--- config.mk ---
export PLATFORM = sky130hd
export DESIGN_NAME = rotary_decoder
export DESIGN_NICKNAME = d
export VERILOG_FILES = /design/src/rtl/rotary_pkg.sv /design/src/rtl/debounce_filter.sv /design/src/rtl/rotary_decoder.sv
export SDC_FILE = /design/constraint.sdc
export NUM_CORES = 1
export LEC_CHECK = 0
export BUFFER_PORTS_ARGS = -buffer_cell sky130_fd_sc_hd__buf_2
export CORE_ASPECT_RATIO = 0.7
export CORE_MARGIN = 2
export CORE_UTILIZATION = 35
export CTS_CLUSTER_DIAMETER = 150
export CTS_CLUSTER_SIZE = 8
export DETAILED_ROUTE_END_ITERATION = 7
export PLACE_DENSITY = 0.63
export SYNTH_ARGS = -nofsm -noshare
export SYNTH_HDL_FRONTEND = slang
export SYNTH_SLANG_ARGS = --single-unit
--- constraint.sdc ---
create_clock -name aclk -period 2.72 [get_ports aclk]
set_input_delay 0.408 -clock aclk [delete_from_list [all_inputs] [get_ports aclk]]
set_output_delay 0.408 -clock aclk [all_outputs]
set_load 0.01 [all_outputs]
--- src/rtl/rotary_pkg.sv ---
// rotary_pkg: shared definitions for the front-panel rotary decoder.
//   - dec_state_t : 3-bit encoding of the quadrature decode FSM
//   - PINS_IDLE   : {ck,dt} level of an encoder resting on a detent
//   - PIN_IDLE_LEVEL : reset/idle level of each encoder pin
//   - STEP_CW / STEP_CCW : signed step issued per completed detent
package rotary_pkg;

  typedef enum logic [2:0] {
    ST_IDLE = 3'd0,
    ST_CW1  = 3'd1,
    ST_CW2  = 3'd2,
    ST_CW3  = 3'd3,
    ST_CCW1 = 3'd4,
    ST_CCW2 = 3'd5,
    ST_CCW3 = 3'd6
  } dec_state_t;

  localparam logic [1:0] PINS_IDLE      = 2'b11;
  localparam logic       PIN_IDLE_LEVEL = 1'b1;

  localparam int STEP_CW  = 1;
  localparam int STEP_CCW = -1;

endpackage

--- src/rtl/debounce_filter.sv ---
// debounce_filter: two-flop synchronizer followed by a stability filter for
// one asynchronous encoder pin. A new level is accepted only after the
// synchronized input has differed from the accepted level for CYCLES
// consecutive clocks.
// Ports:
//   aclk    in  system clock
//   aresetn in  asynchronous active-low reset
//   d       in  raw asynchronous pin
//   q       out debounced level (resets to the idle level)
module debounce_filter
  import rotary_pkg::*;
#(
  parameter int CYCLES = 1000
) (
  input  logic aclk,
  input  logic aresetn,
  input  logic d,
  output logic q
);

  localparam int              CNT_W    = $clog2(CYCLES + 1);
  localparam logic [CNT_W-1:0] CNT_LAST = CNT_W'(CYCLES - 1);

  logic             sync1;
  logic             sync2;
  logic [CNT_W-1:0] cnt;

  always_ff @(posedge aclk or negedge aresetn) begin
    if (!aresetn) begin
      sync1 <= PIN_IDLE_LEVEL;
      sync2 <= PIN_IDLE_LEVEL;
      q     <= PIN_IDLE_LEVEL;
      cnt   <= '0;
    end else begin
      sync1 <= d;
      sync2 <= sync1;
      if (sync2 == q) begin
        cnt <= '0;
      end else if (cnt == CNT_LAST) begin
        // This clock is the CYCLES-th consecutive mismatch.
        q   <= sync2;
        cnt <= '0;
      end else begin
        cnt <= cnt + CNT_W'(1);
      end
    end
  end

endmodule

--- src/rtl/rotary_decoder.sv ---
// rotary_decoder: quadrature decoder for the front-panel frequency encoder.
// Debounces the ck/dt pins, decodes full detent cycles into signed steps,
// accumulates them with saturation and hands the count to the controller
// through a read_enable/out_valid capture-and-clear handshake.
// Ports:
//   aclk        in  system clock
//   aresetn     in  asynchronous active-low reset
//   ck, dt      in  encoder channels A/B (asynchronous, idle high)
//   read_enable in  level read request, held until out_valid is seen
//   out         out signed step count captured at the last read
//   out_valid   out out holds a fresh capture for this read_enable assertion
//
// Decode FSM (stable {ck,dt}):
//   state | meaning
//   IDLE  | resting on a detent (11)
//   CW1   | CW started, saw 01
//   CW2   | CW half way, saw 00
//   CW3   | CW nearly done, saw 10; 11 next issues +1
//   CCW1  | CCW started, saw 10
//   CCW2  | CCW half way, saw 00
//   CCW3  | CCW nearly done, saw 01; 11 next issues -1
module rotary_decoder
  import rotary_pkg::*;
#(
  parameter int DEBOUNCE_CYCLES = 1000,
  parameter int COUNT_WIDTH     = 8
) (
  input  logic                          aclk,
  input  logic                          aresetn,
  input  logic                          ck,
  input  logic                          dt,
  input  logic                          read_enable,
  output logic signed [COUNT_WIDTH-1:0] out,
  output logic                          out_valid
);

  localparam logic signed [COUNT_WIDTH-1:0] ACC_MAX = {1'b0, {(COUNT_WIDTH-1){1'b1}}};
  localparam logic signed [COUNT_WIDTH-1:0] ACC_MIN = {1'b1, {(COUNT_WIDTH-1){1'b0}}};
  localparam logic signed [COUNT_WIDTH-1:0] UP_VAL  = COUNT_WIDTH'(STEP_CW);
  localparam logic signed [COUNT_WIDTH-1:0] DN_VAL  = COUNT_WIDTH'(STEP_CCW);

  logic       ck_s;
  logic       dt_s;
  logic [1:0] pins;

  debounce_filter #(.CYCLES(DEBOUNCE_CYCLES)) u_db_ck (
    .aclk    (aclk),
    .aresetn (aresetn),
    .d       (ck),
    .q       (ck_s)
  );

  debounce_filter #(.CYCLES(DEBOUNCE_CYCLES)) u_db_dt (
    .aclk    (aclk),
    .aresetn (aresetn),
    .d       (dt),
    .q       (dt_s)
  );

  assign pins = {ck_s, dt_s};

  dec_state_t state;
  dec_state_t state_nxt;
  logic       step_up;
  logic       step_dn;

  always_ff @(posedge aclk or negedge aresetn) begin
    if (!aresetn) state <= ST_IDLE;
    else          state <= state_nxt;
  end

  // Each state lists its forward and backward neighbours plus "hold";
  // everything else (11 mid-detent, illegal jumps) falls back to IDLE.
  always_comb begin
    state_nxt = state;
    step_up   = 1'b0;
    step_dn   = 1'b0;
    case (state)
      ST_IDLE: begin
        case (pins)
          2'b01:   state_nxt = ST_CW1;
          2'b10:   state_nxt = ST_CCW1;
          default: state_nxt = ST_IDLE;
        endcase
      end
      ST_CW1: begin
        case (pins)
          2'b00:   state_nxt = ST_CW2;
          2'b01:   state_nxt = ST_CW1;
          default: state_nxt = ST_IDLE;
        endcase
      end
      ST_CW2: begin
        case (pins)
          2'b10:   state_nxt = ST_CW3;
          2'b01:   state_nxt = ST_CW1;
          2'b00:   state_nxt = ST_CW2;
          default: state_nxt = ST_IDLE;
        endcase
      end
      ST_CW3: begin
        case (pins)
          PINS_IDLE: begin
            state_nxt = ST_IDLE;
            step_up   = 1'b1;
          end
          2'b00:   state_nxt = ST_CW2;
          2'b10:   state_nxt = ST_CW3;
          default: state_nxt = ST_IDLE;
        endcase
      end
      ST_CCW1: begin
        case (pins)
          2'b00:   state_nxt = ST_CCW2;
          2'b10:   state_nxt = ST_CCW1;
          default: state_nxt = ST_IDLE;
        endcase
      end
      ST_CCW2: begin
        case (pins)
          2'b01:   state_nxt = ST_CCW3;
          2'b10:   state_nxt = ST_CCW1;
          2'b00:   state_nxt = ST_CCW2;
          default: state_nxt = ST_IDLE;
        endcase
      end
      ST_CCW3: begin
        case (pins)
          PINS_IDLE: begin
            state_nxt = ST_IDLE;
            step_dn   = 1'b1;
          end
          2'b00:   state_nxt = ST_CCW2;
          2'b01:   state_nxt = ST_CCW3;
          default: state_nxt = ST_IDLE;
        endcase
      end
      default: state_nxt = ST_IDLE;
    endcase
  end

  logic signed [COUNT_WIDTH-1:0] acc;
  logic signed [COUNT_WIDTH-1:0] acc_stepped;
  logic signed [COUNT_WIDTH-1:0] step_val;
  logic                          capture;

  // A step that would cross a limit is dropped rather than wrapped.
  always_comb begin
    acc_stepped = acc;
    step_val    = '0;
    if (step_up) begin
      step_val = UP_VAL;
      if (acc != ACC_MAX) acc_stepped = acc + UP_VAL;
    end else if (step_dn) begin
      step_val = DN_VAL;
      if (acc != ACC_MIN) acc_stepped = acc + DN_VAL;
    end
  end

  // out_valid doubles as the "already captured for this assertion" flag:
  // it only drops after read_enable has been seen low.
  assign capture = read_enable && !out_valid;

  always_ff @(posedge aclk or negedge aresetn) begin
    if (!aresetn) begin
      acc       <= '0;
      out       <= '0;
      out_valid <= 1'b0;
    end else if (capture) begin
      // A step landing in the capture cycle seeds the cleared accumulator.
      out       <= acc;
      acc       <= step_val;
      out_valid <= 1'b1;
    end else begin
      acc <= acc_stepped;
      if (!read_enable) out_valid <= 1'b0;
    end
  end

endmodule

; ---- Yosys cells after proc, flatten, opt, wreduce, memory -nomap -nowiden
; Cells that the tools add are included.
[classes]
addsub = 4
eq_ne = 17
n_mux = 24
n_bitwise = 2
reduce_logical = 9
[op_table]
columns = op, count
row1 = 2-to-1 mux 8 bit, 7
row2 = 2-to-1 mux 10 bit, 4
row3 = case mux 3 bit (7 select lines), 1
row4 = adder 10 x 1 -> 10 bit (second input constant), 2
row5 = == test 10 bit (second input constant), 2
row6 = case mux 3 bit (2 select lines), 3
row7 = inequality test 8 bit (second input constant), 2
row8 = == test 3 bit (second input constant), 3
row9 = case mux 3 bit (3 select lines), 1
row10 = adder 8 x 1 -> 8 bit (second input constant), 1
row11 = adder 8 x 2 -> 8 bit (second input constant), 1
row12 = case mux 2 bit (2 select lines), 2
row13 = == test 3 x 2 -> 1 bit (second input constant), 2
row14 = case mux 2 bit (3 select lines), 1
row15 = nonzero test 3 bit, 2
row16 = 2-to-1 mux 1 bit, 5
row17 = == test 2 bit (second input constant), 2
row18 = AND reduction 2 bit, 2
row19 = == test 3 x 1 -> 1 bit (second input constant), 1
row20 = logical NOT 3 bit, 1
row21 = inequality test 3 x 1 -> 1 bit (second input constant), 1
row22 = AND reduction 3 bit, 1
row23 = == test 1 bit, 2
row24 = == test 2 x 1 -> 1 bit (second input constant), 1
row25 = other kinds (5), 6
[totals]
register_bits = 46
output_inout_bits = 9
wordCells = 68

; ---- Logic depth before layout (Yosys ltp)
[logic_depth]
depth_word = 6
ltp_mapped = 11
ltp_nobuf = 10

; ---- Modules after synthesis
; Synthesis repeated with hierarchy kept, for this count alone.
[hier_totals]
cells_unflattened = 270
area_unflattened_um2 = 2608.8
[by_module_without_submodules]
columns = module, instances, cells_each, area_per_inst_um2
row1 = rotary_decoder, 1, 160, 1387.6
row2 = debounce_filter, 2, 55, 610.6

; ---- Least setup slack after synthesis
; Ideal clock, no wire load.
[synth_path]
path_kind = flip-flop to flip-flop
from = register u_db_ck.q
to = register acc[6]
setup_time_ns = 0.094
t_arrival_ns = 2.610
required_time_ns = 2.626
path_slack_ns = 0.016
stages_incl_launch_ff = 12
n_path_buf = 1
synth_period_minus_slack_ns = 2.704
path_cell_list = dfstp_2 > ha_1 > and4b_1 > buf_6 > xnor2_1 > ha_1 > o31ai_1 > a21oi_1 > or2_2 > a31oi_1 > mux2_2 > a211oi_1
[synth_between]
elab_chain_cells = 6
word_cells_on_any_way = 12
classes_between = 2 x eq/ne / 7 x mux / 3 x reduce/logical
[synth_rtl]
columns = item, line_no
row1 = from (decl), debounce_filter.sv:18  ; output logic q
row2 = from (signal assigned), debounce_filter.sv:41  ; q <= sync2;
row3 = == test 2 bit (*), "rotary_decoder.sv:102, rotary_decoder.sv:128"
row4 = 2-to-1 mux 1 bit (*), "rotary_decoder.sv:102, rotary_decoder.sv:128"
row5 = 2-to-1 mux 1 bit, rotary_decoder.sv:78  ; case (state)
row6 = 2-to-1 mux 8 bit, rotary_decoder.sv:154  ; end else if (step_dn) begin
row7 = 2-to-1 mux 8 bit, rotary_decoder.sv:151  ; if (step_up) begin
row8 = 2-to-1 mux 8 bit, rotary_decoder.sv:169  ; end else if (capture) begin
row9 = to (signal assigned), rotary_decoder.sv:172  ; acc <= step_val;
row10 = to (signal assigned), rotary_decoder.sv:175  ; acc <= acc_stepped;
row11 = to (decl), rotary_decoder.sv:142  ; logic signed [COUNT_WIDTH-1:0] acc;
; Mark *: on every way between the ends. The rest lies on a longest branch, timed or not.
; A chain may end at the register's enable or synchronous reset.

; ---- Worst setup path in the final report
; Same ends and word-level chain as after synthesis.

==> summary.md <==
| Metric | Value |
|---|---|
| Worst path top cell family by delay | compound AO/OA/AOI/OAI gates |
| Insertion delay to the later sink of the worst-skew pair | 0.29 ns |
| DRC Markers | 0 |
| CP Capture Type | register |
| Hold_ws | 0.205 ns |
| Fin crit share | 97.8% |
| Clock Skews | 0.00424 ns |
| First-pass GRT wire length | 8.09 mm |
| Post-synthesis cell type count | 48 |
| Mean post-synth cell area | approximately 9.6 sq um |
| Global route overflow | 0 |
| Reg2Reg Depth | 10 |
| Area contributors post-synth | dfrtp_1, ha_1, dfstp_2 |
| TNS Setup | 0 ns |
| CTS tree | built |
| Root Driver | clkbuf_8 |
| Worst path slowest cell | dfstp_2 |
| Crit-path max FO | 3 |
| Die Span X | 105 um |
| RR Endpoint | acc[6]$_DFFE_PN0P_ |
| Antenna diodes | 0 |
| Initial Util | between 30% and 40% |
| Final min period | 2.66 ns |
| Initial antenna violation count | 0 |
| Crit path DAT | 2.87 ns |
| Final count of hold timing violations | 0 |
| TritonRoute pass-1 iters | 5 |
| Largest net degree at the start of global routing | 47 |
| Highest Clock Rate | roughly 380 MHz |
| Syn nets | between 200 and 300 |
| Initial DRC count | 63 |
| Rel. slew slack | 33.1% |
| Placed instance count | 368 |
| CTS Hold Bufs | 0 |
| Worst reg2reg path startpoint | u_db_ck.q$_DFFE_PN1P_ |
| Number of global-route vias before repair | 1746 |
| Synth Register Bits | 46 |
| Area leader, netlist | dfrtp_1 |
| Layout Nets | 305 |
| GPL Wtd Cong | about 0.79 |
| Port bufs | 13 |
| Share of layout cells above drive strength 1 | 20.3% |
| Area share of the largest cell type after synthesis | between 40% and 50% |
| Global-route usage over all layers | 12.8% |
| Layout Cells excl Fill | 380 |
| Slew @ Worst Pin | 1.00 ns |
| Crit path depth | 10 |
| Fillers | 672 |
| Sequential cell area fraction in the yosys report | 46.3% |
| CP endpoint | acc[6]$_DFFE_PN0P_ |
| Die area | 0.00785 sq mm |
| Worst-path cell chain | ha_1 > and4b_2 > xnor2_1 > ha_2 > o31ai_2 > a21oi_1 > or2_2 > a31oi_2 > mux2_2 > a211oi_2 |
| Setup violators final | 0 |
| Clock Path Buffers | 2 |
| WL per Instance | 12.7 um |
| Die height | 74.7 um |
| CTS Sinks | 46 |
| Max Cap Violations | 0 |
| Site Rows | 25 |
| P&R area growth vs syn | 14.5% |
| Top Ports | 14 |
| Core ar. | approximately 0.0069 sq mm |
| Hpwl dp | 3.23 mm |
| Number of enable flip-flop cells after synthesis | 0 |
| Total routed wirelength | 4.82 mm |
| Top-count cell post-synth | dfrtp_1 |
| Crit-path max cell delay | 0.54 ns |
| Final Power | 1.32 mW |
| Via Count | 1852 |
| WP buf/inv | 0 |
| Fin. max-slew vios | 0 |
| Outcome | finished, final reports clean |
| Slack of the worst reg-to-reg path | 0.06 ns |
| Clock-pin slew on the worst setup and hold paths | around 0.09 ns |
| Synth Flop Type | dfrtp_1 |
| Vias per inst | between 4 and 5 |
| Post-Synthesis Cell Area | 0.00250 sq mm |
| Crit Path Class | reg -> reg |
| Critical path data required time | 2.93 ns |
| Post-synth ARST share | 100% |
| Synth cell count leaders | dfrtp_1, nand2_1, nor2_1, ha_1 |
| Synthesized instance count | 260 |
| CTS Buf Count | 5 |
| Yosys warning total | 0 |
| Lkg Pwr | between 1 and 1.5 nW |
| Crit path from | u_db_ck.q$_DFFE_PN1P_ |
| Power Dens Cells | ~460 mW/mm^2 |
| Crit path launch type | register |
| Hold crit path type | in -> reg |
| Maximum VDD drop | between 300 and 400 uV |
| Final antenna-violating net count | 0 |
| H-tree Lvls | 2 |
how the worst min path moves through the flow:
stage / depth (start not counted) / from / slack [ns] / to
after floorplan: 0 / aresetn / 0.11 / acc[0]$_DFFE_PN0P_
final: 1 / ck / 0.20 / u_db_ck.sync1$_DFF_PN1_
after detailed placement: 0 / u_db_dt.sync1$_DFF_PN1_ / 0.35 / u_db_dt.sync2$_DFF_PN1_
after CTS: 1 / dt / 0.19 / u_db_dt.sync1$_DFF_PN1_
after global placement: 0 / u_db_dt.sync1$_DFF_PN1_ / 0.35 / u_db_dt.sync2$_DFF_PN1_
after global routing: 1 / ck / 0.19 / u_db_ck.sync1$_DFF_PN1_
cell families (layout without fill, tap and decap cells):
family / Yosys count / after routing / synth area share (%)
mux: 7 / 7 / 3.40
compound gates: 37 / 37 / 9.40
xor+xnor: 22 / 22 / 7.70
fa+ha+maj: 16 / 16 / 7.95
buf+inv: 22 / 48 / 4.20
flops: 46 / 46 / 46.3
simple gates: 110 / 110 / 21.1
per-stage QoR:
stage | instance area [sq um] | utilization [%] | worst slack [ns]
floorplan | 2500 | - | 0.0158
CTS | 2810 | 41.0 | 0.0121
global route | 2860 | 41.8 | -0.0487
global placement | 2710 | 39.6 | 0.0534
finish | 2860 | 41.8 | 0.0585
detailed placement | 2710 | 39.6 | 0.0275
power breakdown:
| part | internal [mW] | switching (mW) | total, mW | leakage [nW] |
|---|---|---|---|---|
| combinational | 0.0711 | 0.0911 | 0.162 | 0.630 |
| clock | 0.179 | 0.229 | 0.407 | 0.0450 |
| sequential | 0.721 | 0.0341 | 0.755 | 0.593 |
| total | 0.970 | 0.354 | 1.32 | 1.27 |
state kept, by name (all words and copies together) (netlist names):
| register | count |
|---|---|
| u_db_dt.cnt | 10 |
| u_db_ck.sync1 | 1 |
| u_db_dt.sync1 | 1 |
| out | 8 |
| acc | 8 |
| u_db_dt.q | 1 |
| u_db_dt.sync2 | 1 |
| u_db_ck.sync2 | 1 |
| out_valid | 1 |
| u_db_ck.cnt | 10 |
| u_db_ck.q | 1 |
| state | 3 |
timing repair:
item | 4_1_cts | 5_1_grt
endpoints found under the setup margin | 1 | 1
pin swaps | 1 | 2
resized for setup | 2 | 5
buffers inserted | 1 | 3
routing by layer:
metal  wire length (um)  vias up  GRT usage, %
met5                  0        -             0
met4                 31        0          4.00
met3                111        4          2.34
met2               2080       35          20.0
met1               2600      886          18.2
li1                   -      927             -
worst register-to-register path, stage by stage, from the launching register on:
cell      delay [ns]
dfstp_2         0.54
ha_1            0.16
and4b_2         0.26
xnor2_1         0.08
ha_2            0.20
o31ai_2         0.20
a21oi_1         0.12
or2_2           0.30
a31oi_2         0.20
mux2_2          0.37
a211oi_2        0.15
layout by cell type (no fill, tap or decap), types with 2 or more instances in the layout:
master	count
o31ai_2	2
ha_1	13
nor2_1	32
inv_1	10
buf_2	13
nand3_1	10
nand4_1	3
a31oi_1	3
and2_1	4
nand3b_1	2
clkbuf_8	5
nor3_1	9
xor2_1	8
buf_4	16
mux2_2	2
mux2i_1	4
xnor2_1	14
dfrtp_1	40
clkinv_2	2
nand2_1	34
o21ai_0	8
and3_1	3
dfstp_2	6
nand2b_1	2
a21oi_1	14
layout make-up:
cell class / count / area, sq um / share of cell area [%]
multi-input combinational: 192 / 1280 / 44.6
sequential: 46 / 1160 / 40.5
timing repair buffer: 29 / 185 / 6.47
tap: 94 / 118 / 4.11
clock buffer: 6 / 72.6 / 2.53
inverter: 11 / 43.8 / 1.53
clock inverter: 2 / 10.0 / 0.349
Note: power is estimated with default switching activity, not from simulation.
